### src/rtl/relogio_pkg.sv
// ============================================================================
// Module   : relogio_pkg
// Brief    : Shared mode encoding, limits and widths for the clock datapath.
// Revision : 1.0
// ============================================================================
`default_nettype none

package relogio_pkg;

    typedef enum logic [1:0] {
        MODO_RUN   = 2'd0,
        MODO_SET_H = 2'd1,
        MODO_SET_M = 2'd2
    } modo_e;

    localparam int MAX_MIN  = 59;
    localparam int MAX_HORA = 23;
    localparam int W_MIN    = 6;
    localparam int W_HORA   = 5;

endpackage

`default_nettype wire

### src/rtl/minutos_horas_if.sv
// ============================================================================
// Module   : minutos_horas_if
// Brief    : Button/pulse inputs and time outputs of the minute/hour stage.
//            Alarm signals exist only with RELOGIO_ALARME_EN.
// Revision : 1.0
// ============================================================================
`default_nettype none

interface minutos_horas_if;
    import relogio_pkg::*;

    logic               inc_min_i;
    logic               set_i;
    logic               up_i;
    logic [W_MIN-1:0]   minutos_o;
    logic [W_HORA-1:0]  horas_o;
    modo_e              modo_o;
    logic               inc_dia_o;
`ifdef RELOGIO_ALARME_EN
    logic [W_HORA-1:0]  alarme_h_i;
    logic [W_MIN-1:0]   alarme_m_i;
    logic               alarme_o;

    modport master (
        output inc_min_i, set_i, up_i, alarme_h_i, alarme_m_i,
        input  minutos_o, horas_o, modo_o, inc_dia_o, alarme_o
    );
    modport slave (
        input  inc_min_i, set_i, up_i, alarme_h_i, alarme_m_i,
        output minutos_o, horas_o, modo_o, inc_dia_o, alarme_o
    );
`else
    modport master (
        output inc_min_i, set_i, up_i,
        input  minutos_o, horas_o, modo_o, inc_dia_o
    );
    modport slave (
        input  inc_min_i, set_i, up_i,
        output minutos_o, horas_o, modo_o, inc_dia_o
    );
`endif

endinterface

`default_nettype wire

### src/rtl/contador_mod.sv
// ============================================================================
// Module   : contador_mod
// Brief    : Modulo-N enabled counter; wrap_o flags the enabled step at max.
// Revision : 1.0
// ============================================================================
`default_nettype none

module contador_mod #(
    parameter int MODULO = 60,
    parameter int WIDTH  = 6
) (
    input  wire logic             clk_1Hz,
    input  wire logic             rstn_i,
    input  wire logic             en_i,
    output logic [WIDTH-1:0]      cnt_o,
    output logic                  wrap_o
);

    localparam logic [WIDTH-1:0] c_MAX = WIDTH'(MODULO - 1);

    logic [WIDTH-1:0] r_cnt;

    assign wrap_o = en_i && (r_cnt == c_MAX);
    assign cnt_o  = r_cnt;

    always_ff @(posedge clk_1Hz or negedge rstn_i) begin
        if (!rstn_i) begin
            r_cnt <= '0;
        end else if (en_i) begin
            r_cnt <= wrap_o ? '0 : r_cnt + WIDTH'(1);
        end
    end

endmodule

`default_nettype wire

### src/rtl/minutos_horas.sv
// ============================================================================
// Module   : minutos_horas
// Brief    : Minute/hour counters with RUN/SET_H/SET_M mode FSM and a
//            day-rollover pulse. Optional alarm match under RELOGIO_ALARME_EN.
// Revision : 1.0
// ============================================================================
`default_nettype none

module minutos_horas
    import relogio_pkg::*;
(
    input  wire logic         clk_1Hz,
    input  wire logic         rstn_i,
    minutos_horas_if.slave    bus
);

    modo_e              r_modo;
    logic               r_inc_dia;
    logic [W_MIN-1:0]   w_minutos;
    logic [W_HORA-1:0]  w_horas;
    logic               w_min_wrap;
    logic               w_hora_wrap;
    logic               w_run;
    logic               w_set_h;
    logic               w_set_m;
    logic               w_min_en;
    logic               w_hora_en;

    assign w_run   = (r_modo == MODO_RUN);
    assign w_set_h = (r_modo == MODO_SET_H);
    assign w_set_m = (r_modo == MODO_SET_M);

    // set_i has priority over up_i; inc_min_i counts only in RUN, even with set_i.
    assign w_min_en  = (w_run && bus.inc_min_i) || (w_set_m && bus.up_i && !bus.set_i);
    assign w_hora_en = (w_run && w_min_wrap)    || (w_set_h && bus.up_i && !bus.set_i);

    contador_mod #(
        .MODULO (MAX_MIN + 1),
        .WIDTH  (W_MIN)
    ) u_minutos (
        .clk_1Hz (clk_1Hz),
        .rstn_i  (rstn_i),
        .en_i    (w_min_en),
        .cnt_o   (w_minutos),
        .wrap_o  (w_min_wrap)
    );

    contador_mod #(
        .MODULO (MAX_HORA + 1),
        .WIDTH  (W_HORA)
    ) u_horas (
        .clk_1Hz (clk_1Hz),
        .rstn_i  (rstn_i),
        .en_i    (w_hora_en),
        .cnt_o   (w_horas),
        .wrap_o  (w_hora_wrap)
    );

`ifdef RELOGIO_ALARME_EN
    logic r_alarme;
    assign bus.alarme_o = r_alarme;
`endif

    always_ff @(posedge clk_1Hz or negedge rstn_i) begin
        if (!rstn_i) begin
            r_modo    <= MODO_RUN;
            r_inc_dia <= 1'b0;
`ifdef RELOGIO_ALARME_EN
            r_alarme  <= 1'b0;
`endif
        end else begin
            // Hour wrap in RUN only: manual hour edits never signal a new day.
            r_inc_dia <= w_run && w_hora_wrap;
            case (r_modo)
                MODO_RUN:   if (bus.set_i) r_modo <= MODO_SET_H;
                MODO_SET_H: if (bus.set_i) r_modo <= MODO_SET_M;
                MODO_SET_M: if (bus.set_i) r_modo <= MODO_RUN;
                default:    r_modo <= MODO_RUN;
            endcase
`ifdef RELOGIO_ALARME_EN
            r_alarme <= w_run && (w_horas == bus.alarme_h_i) && (w_minutos == bus.alarme_m_i);
`endif
        end
    end

    assign bus.minutos_o = w_minutos;
    assign bus.horas_o   = w_horas;
    assign bus.modo_o    = r_modo;
    assign bus.inc_dia_o = r_inc_dia;

endmodule

`default_nettype wire
### src/flat_wrapper.sv
// flat-port wrapper written by rule: the top's interface ports become plain ports
module minutos_horas_flat import relogio_pkg::*;
  (clk_1Hz, rstn_i, bus_inc_min_i, bus_set_i, bus_up_i, bus_minutos_o, bus_horas_o, bus_modo_o, bus_inc_dia_o);
  minutos_horas_if bus_i ();
  input  wire logic clk_1Hz;
  input  wire logic rstn_i;
  input wire logic [$bits(bus_i.inc_min_i)-1:0] bus_inc_min_i;
  input wire logic [$bits(bus_i.set_i)-1:0] bus_set_i;
  input wire logic [$bits(bus_i.up_i)-1:0] bus_up_i;
  output wire logic [$bits(bus_i.minutos_o)-1:0] bus_minutos_o;
  output wire logic [$bits(bus_i.horas_o)-1:0] bus_horas_o;
  output wire logic [$bits(bus_i.modo_o)-1:0] bus_modo_o;
  output wire logic [$bits(bus_i.inc_dia_o)-1:0] bus_inc_dia_o;
  assign bus_i.inc_min_i = bus_inc_min_i;
  assign bus_i.set_i = bus_set_i;
  assign bus_i.up_i = bus_up_i;
  assign bus_minutos_o = bus_i.minutos_o;
  assign bus_horas_o = bus_i.horas_o;
  assign bus_modo_o = bus_i.modo_o;
  assign bus_inc_dia_o = bus_i.inc_dia_o;
  minutos_horas u_core (.clk_1Hz(clk_1Hz), .rstn_i(rstn_i), .bus(bus_i));
endmodule
### config.mk
export PLATFORM = sky130hd
export DESIGN_NAME = minutos_horas_flat
export DESIGN_NICKNAME = d
export VERILOG_FILES = /design/src/rtl/relogio_pkg.sv /design/src/rtl/minutos_horas_if.sv /design/src/rtl/contador_mod.sv /design/src/rtl/minutos_horas.sv /design/src/flat_wrapper.sv
export SDC_FILE = /design/constraint.sdc
export NUM_CORES = 1
export LEC_CHECK = 0
export ABC_AREA = 1
export CAP_MARGIN = 10
export CORE_MARGIN = 2
export CORE_UTILIZATION = 46
export DETAILED_ROUTE_END_ITERATION = 6
export PLACE_DENSITY = 0.86
export SYNTH_ARGS = -nofsm -noshare
export SYNTH_HDL_FRONTEND = slang
export SYNTH_HIERARCHICAL = 1
export SYNTH_SLANG_ARGS = --single-unit
### constraint.sdc
create_clock -name clk_1Hz -period 2.2 [get_ports clk_1Hz]
set_input_delay 0.44 -clock clk_1Hz [delete_from_list [all_inputs] [get_ports clk_1Hz]]
set_output_delay 0.44 -clock clk_1Hz [all_outputs]
set_load 0.005 [all_outputs]
---- After elaboration in Yosys (flattened, before gate mapping) ----
Index checks and enable logic that the tools add are counted.
cells by class
  add/sub/neg operators ................... 2
  equality and inequality tests ........... 7
  muxes and demuxes ....................... 6
  reduce and logical (&&, ||, !) cells .... 14
operator list
  operator             count
  $logic_and 1x1->1    9
  $add 6x1->6 const B  1
  $eq 6x6->1 const B   1
  $mux 2               3
  $mux 6               1
  $ne 2x2->1 const B   3
  $pmux 2 s3           1
  $add 5x1->5 const B  1
  $eq 5x5->1 const B   1
  $mux 5               1
  $reduce_and 3->1     1
  $eq 2x1->1 const B   1
  $eq 2x2->1 const B   1
  $logic_not 2->1      1
  $logic_or 1x1->1     2
  $logic_not 1->1      1
storage, ports and cells
  register bits ........................... 14
  input bits .............................. 5
  output and inout bits ................... 14

---- Logic depth before layout (Yosys ltp) ----
Gate-level depths: netlist of run 1.
  word-level depth ........................ 9
  gate-level depth with buffers ........... 15
  depth with buffers taken out ............ 15

---- Cells and area by module ----
Netlist of run 1, hierarchy kept.
by module, submodules not included
  module                           times used  cells each  area an instance (µm²)
  contador_mod (u_core.u_minutos)  1           42          327.8
  contador_mod (u_core.u_horas)    1           33          255.2
  minutos_horas                    1           21          158.9

---- Worst setup path before layout of run 1 ----
No wires, ideal clock.
  path kind ............................... input port to flip-flop
  from .................................... input bus_set_i
  to ...................................... register u_core.r_inc_dia, in the netlist u_core/bus.inc_dia_o
  library setup time ...................... 71 ps
  arrival time ............................ 1,680 ps
  path slack .............................. 449 ps
  cell stages on the path ................. 15
  buffers on the path ..................... 0
  path through ............................ inv_1 nand4_1 nand2_1 nand2_1 inv_2 nand3_2 inv_2 nand2_1 nand2_1 nand2_2 nor2_2 nand2_2 inv_1 inv_1 nor2_1
on the way
  cells in the longest elaborated chain, start to end .. 8
  elaborated cells between the ends (all ways) .. 9
  those cells by class .................... reduce/logical (9)
ends and longest elaborated chain
  item                    RTL line             source
  from (decl)             flat_wrapper.sv:8    input wire logic [$bits(bus_i.set_i)-1:0] bus_set_i;
  $logic_not 1->1         minutos_horas.sv:34  assign w_min_en = (w_run && bus.inc_min_i) || (w_set_m && bus.up_i && !bus.set_i);
  $logic_and 1x1->1       minutos_horas.sv:34
  $logic_or 1x1->1        minutos_horas.sv:34
  net u_core.w_min_en     minutos_horas.sv:26  logic w_min_en;
  $logic_and 1x1->1       contador_mod.sv:23   assign wrap_o = en_i && (r_cnt == c_MAX);
  net u_core.w_min_wrap   minutos_horas.sv:21  logic w_min_wrap;
  $logic_and 1x1->1       minutos_horas.sv:35  assign w_hora_en = (w_run && w_min_wrap) || (w_set_h && bus.up_i && !bus.set_i);
  $logic_or 1x1->1        minutos_horas.sv:35
  net u_core.w_hora_en    minutos_horas.sv:27  logic w_hora_en;
  $logic_and 1x1->1       contador_mod.sv:23
  net u_core.w_hora_wrap  minutos_horas.sv:22  logic w_hora_wrap;
  $logic_and 1x1->1       minutos_horas.sv:73  r_inc_dia <= w_run && w_hora_wrap;
  to (signal assigned)    minutos_horas.sv:73
  to (decl)               minutos_horas.sv:18  logic r_inc_dia;
The timed path passes the listed nets, and every way through them passes these cells.
A chain may end at the register's enable or synchronous reset.

---- Final worst setup path of run 1 ----
Ends and elaborated chain as after synthesis.

==> results of run 1 <==
Yosys cell counts:
library cell	number	area share
sky130_fd_sc_hd__nand3_2	1	0.013
sky130_fd_sc_hd__inv_2	3	0.015
sky130_fd_sc_hd__ha_1	2	0.034
sky130_fd_sc_hd__nand2_2	3	0.025
sky130_fd_sc_hd__a21oi_2	1	0.012
sky130_fd_sc_hd__xor2_1	2	0.024
sky130_fd_sc_hd__o21a_1	1	0.010
sky130_fd_sc_hd__nor2_4	1	0.015
sky130_fd_sc_hd__o211ai_1	1	0.010
sky130_fd_sc_hd__nor2_1	11	0.056
sky130_fd_sc_hd__nand3_1	6	0.040
sky130_fd_sc_hd__nand2_1	30	0.15
sky130_fd_sc_hd__nand4_1	2	0.017
sky130_fd_sc_hd__inv_1	15	0.076
sky130_fd_sc_hd__dfrtp_1	14	0.47
sky130_fd_sc_hd__o21ai_2	1	0.012
sky130_fd_sc_hd__nor2_2	2	0.017
state kept, by name, summed over array words and instances, names as in the netlist:
name	count
u_core/bus.inc_dia_o	1
u_core/bus.modo_o	2
u_core/u_horas/cnt_o	5
u_core/u_minutos/cnt_o	6
how the worst max path moves through the flow:
stage | endpoint | cells after the start | start
floorplan | u_core/bus.inc_dia_o$_DFF_PN0_ | 15 | bus_set_i
global placement | u_core/bus.inc_dia_o$_DFF_PN0_ | 15 | bus_up_i
detailed placement | u_core/bus.inc_dia_o$_DFF_PN0_ | 16 | bus_set_i
CTS | u_core/bus.inc_dia_o$_DFF_PN0_ | 16 | bus_set_i
global route | u_core/bus.inc_dia_o$_DFF_PN0_ | 16 | bus_set_i
finish | u_core/bus.inc_dia_o$_DFF_PN0_ | 16 | bus_set_i
power groups by stage:
| stage | Sequential, mW | Clock, mW | Combinational, mW |
|---|---|---|---|
| 5_1_grt | 0.509 | 0.158 | 0.584 |
| 6_report | 0.486 | 0.137 | 0.526 |
| 3_5_place_dp | 0.491 | 0 | 0.529 |
| 3_3_place_gp | 0.486 | 0 | 0.501 |
| 4_1_cts | 0.487 | 0.144 | 0.532 |
| 2_1_floorplan | 0.483 | 0 | 0.249 |
stage by stage:
stage	hold slack (ns)	cell area [µm²]
floorplan	0.1444	742.0
global placement	0.4986	964.7
detailed placement	0.5010	964.7
CTS	0.5195	987.2
global route	0.5397	987.2
finish	0.5109	987.2
kinds of logic (layout without fill, tap and decap cells):
group,after synthesis,in the layout,synth area share
XOR/XNOR,2,2,0.02361
AO/OA/AOI/OAI,4,4,0.04386
adder cells (fa/ha/maj),2,2,0.03372
flip-flops,14,14,0.4722
buffers and inverters,18,42,0.09106
AND/OR/NAND/NOR,56,56,0.3356
critical path, stage by stage:
cell and delay [ns]:
sky130_fd_sc_hd__clkdlybuf4s50_1 0.42, sky130_fd_sc_hd__inv_1 0.07, sky130_fd_sc_hd__nand4_1 0.09, sky130_fd_sc_hd__nand2_1 0.09, sky130_fd_sc_hd__nand2_1 0.10, sky130_fd_sc_hd__inv_2 0.09
sky130_fd_sc_hd__nand3_2 0.09, sky130_fd_sc_hd__inv_2 0.07, sky130_fd_sc_hd__nand2_1 0.05, sky130_fd_sc_hd__nand2_1 0.15, sky130_fd_sc_hd__nand2_2 0.09, sky130_fd_sc_hd__nor2_2 0.14
sky130_fd_sc_hd__nand2_2 0.08, sky130_fd_sc_hd__inv_1 0.05, sky130_fd_sc_hd__inv_1 0.03, sky130_fd_sc_hd__nor2_1 0.09
layout make-up:
type                            instances  area, µm²
Inverter                               18      67.56
Timing Repair Buffer                   21      202.7
Sequential cell                        14      350.3
Multi-Input combinational cell         64      324.1
Clock buffer                            3      22.52
Tap cell                               16      20.02
Fill cell                             138      519.2
layer usage:
| layer | GRT usage | part of all wire | wire (µm) |
|---|---|---|---|
| met5 | 0 | 0 | 0 |
| met2 | 0.2647 | 0.49 | 696 |
| met3 | 0.01224 | 0.042 | 59 |
| met1 | 0.1963 | 0.45 | 639 |
| met4 | 0.09697 | 0.013 | 19 |
==> reports/summary.md, run 1 <==
The run finished with clean final reports. The weighted congestion at the end of routability-driven global placement was 0.7884; the die extent in y was 44.16 µm. The tools report the aggregate negative setup slack as 0 ns.

The number of placed instances, taps included, is 133. All-layer global routing usage: 0.1577. Counting I/O delays and the setup requirement, the final critical path takes 1.934 ns. Final core area utilization: 0.6553. The worst max-slew margin expressed relative to the limit is 0.5820. The routed design has 1414 µm of wire.

TritonCTS built the clock tree. The root buffer cell chosen for the clock tree is sky130_fd_sc_hd__clkbuf_4. The post-route clock period utilization is 0.8790, and the count of endpoints failing hold in the final timing report is 0. X dimension of the die: 44.16 µm.

The worst register-to-register path begins at u_core/bus.modo_o[0]$_DFFE_PN0P_. Buffers placed on the I/O ports in this run total 18. Data arrives at the worst endpoint at 2.13 ns. The fraction of power spent switching nets was 0.3820. The number of cells upsized or downsized after cts came out at 0. The ratio of total power to cell area was 1165 mW/mm²; the first-iteration detailed-routing DRC count was 15. The most common cell after layout, fill and taps aside is sky130_fd_sc_hd__nand2_1. The setup check on the worst reg-to-reg path leaves a slack of 0.36 ns.

The effective utilization at floorplan was 0.4925. The worst hold path terminates at u_core/u_horas/cnt_o[4]$_DFFE_PN0P_. Summed over all cells, the static leakage comes to 0.5124 nW. After floorplanning, the core was divided into 14 placement rows. Cell internal power was estimated by the tool at 710.4 µW.

The tools report the synthesis warning total as 6. A synthesized cell averages 7.729 µm². The longest clock path from root to sink contains 2 buffers. The number of cells on the worst reg-to-reg path came out at 15. The portion of the post-synthesis area used by sequential elements is 0.4722, and the clock transition at the registers of the reported paths is 0.07 ns. The worst setup path is captured at a register. The tools report the number of H-tree levels as 1. The worst slack at placement was -0.01561 ns; the transition time of the tightest slew-check pin was 0.6250 ns.

The number of antenna diodes in the final layout is 0. The relative contribution of the clock network to total power came out at 0.119. For the net count after synthesis, the log shows 103. Using the TritonRoute via totals, the vias-per-cell ratio works out to 4.904. The run gives 0 as the total count of max-transition violations in the final report. In this run the post-CTS setup repair buffer count came out at 0.

The achievable frequency is 517.1 MHz, and the total clock sinks is 14. The total number of vias is 667, and the overall power after layout is 1.150 mW. For the area of the mapped netlist, the log shows 742.0 µm².

The count of cells along the worst hold path was 1. The worst setup path is launched from an input pin. The logs give 136 for the final cell count without fillers and 3 for the TritonCTS buffer count. First-pass GRT wire length: 2270 µm. For this design the top-level I/O count stands at 19. The mean routed wirelength per cell is 10.40 µm. In this run the worst hold path is classified as register to register. Entering global routing, the biggest net connects 15 pins. The count of TritonRoute iterations in the first routing pass is 5.

At the later pin of the worst-skew pair, clock insertion delay measures 0.27 ns. The logs give 17 for the distinct cell type count of the synthesized netlist and 96 for the cell count after synthesis. For the worst setup path, the data required time is 2.40 ns.

The run gives 0.458 as the combinational fraction of design power. The endpoint identified for the worst register-to-register timing path is u_core/bus.inc_dia_o$_DFF_PN0_. Of all nets on the critical path, the largest fanout is 4. The initial antenna violation count is 0, and the number of hold buffers added after cts is 0. The sequential fraction of design power was 0.423; the highest ir drop seen on vdd was 0.5707 mV.

The ratio of cells with drive above 1 in the final layout works out to 0.1500. For the worst clock skew, the log shows 0.004520 ns. The analysis attributes to net switching a power of 439.2 µW. Setup repair after global routing left no endpoint under its margin.

For the number of nets with antenna violations after detailed routing, the log shows 0. The run gives 1126 µm as the post-detailed-placement half-perimeter wirelength. By startpoint and endpoint, the worst setup path is classified as input pin to register. The top cell types in the final layout, fill and taps aside, are sky130_fd_sc_hd__nand2_1, sky130_fd_sc_hd__clkdlybuf4s50_1, sky130_fd_sc_hd__inv_1. The remaining global-route overflow was 0; the setup slack after layout was 0.2662 ns. The tool flagged a number of max-cap violations equal to 0. Setup violations remaining at the end of the flow were counted as 0.

The via count of the first global-routing pass is 579. After the last flow step, the layout net total stands at 129. For the count of unresolved DRC violations after routing, the log shows 0.

The core region is 0.001506 mm². The floorplan step defined a die boundary enclosing 0.001950 mm². The post-synthesis register bit count works out to 14. Launch instance of the worst min-delay path: u_core/u_horas/cnt_o[4]$_DFFE_PN0P_. The relative area change from synthesis to final layout is 33.05%.
Note: power is estimated with default switching activity, not from simulation.
==> run 2, diff against run 1 <==
--- a/config.mk
+++ b/config.mk
@@ -9,6 +9,7 @@
 export CAP_MARGIN = 10
 export CORE_MARGIN = 2
 export CORE_UTILIZATION = 46
+export CTS_CLUSTER_SIZE = 40
 export DETAILED_ROUTE_END_ITERATION = 6
 export PLACE_DENSITY = 0.86
 export SYNTH_ARGS = -nofsm -noshare
==> results of run 2 <==
Final layout, timing and power as in run 1 (identical DEF).
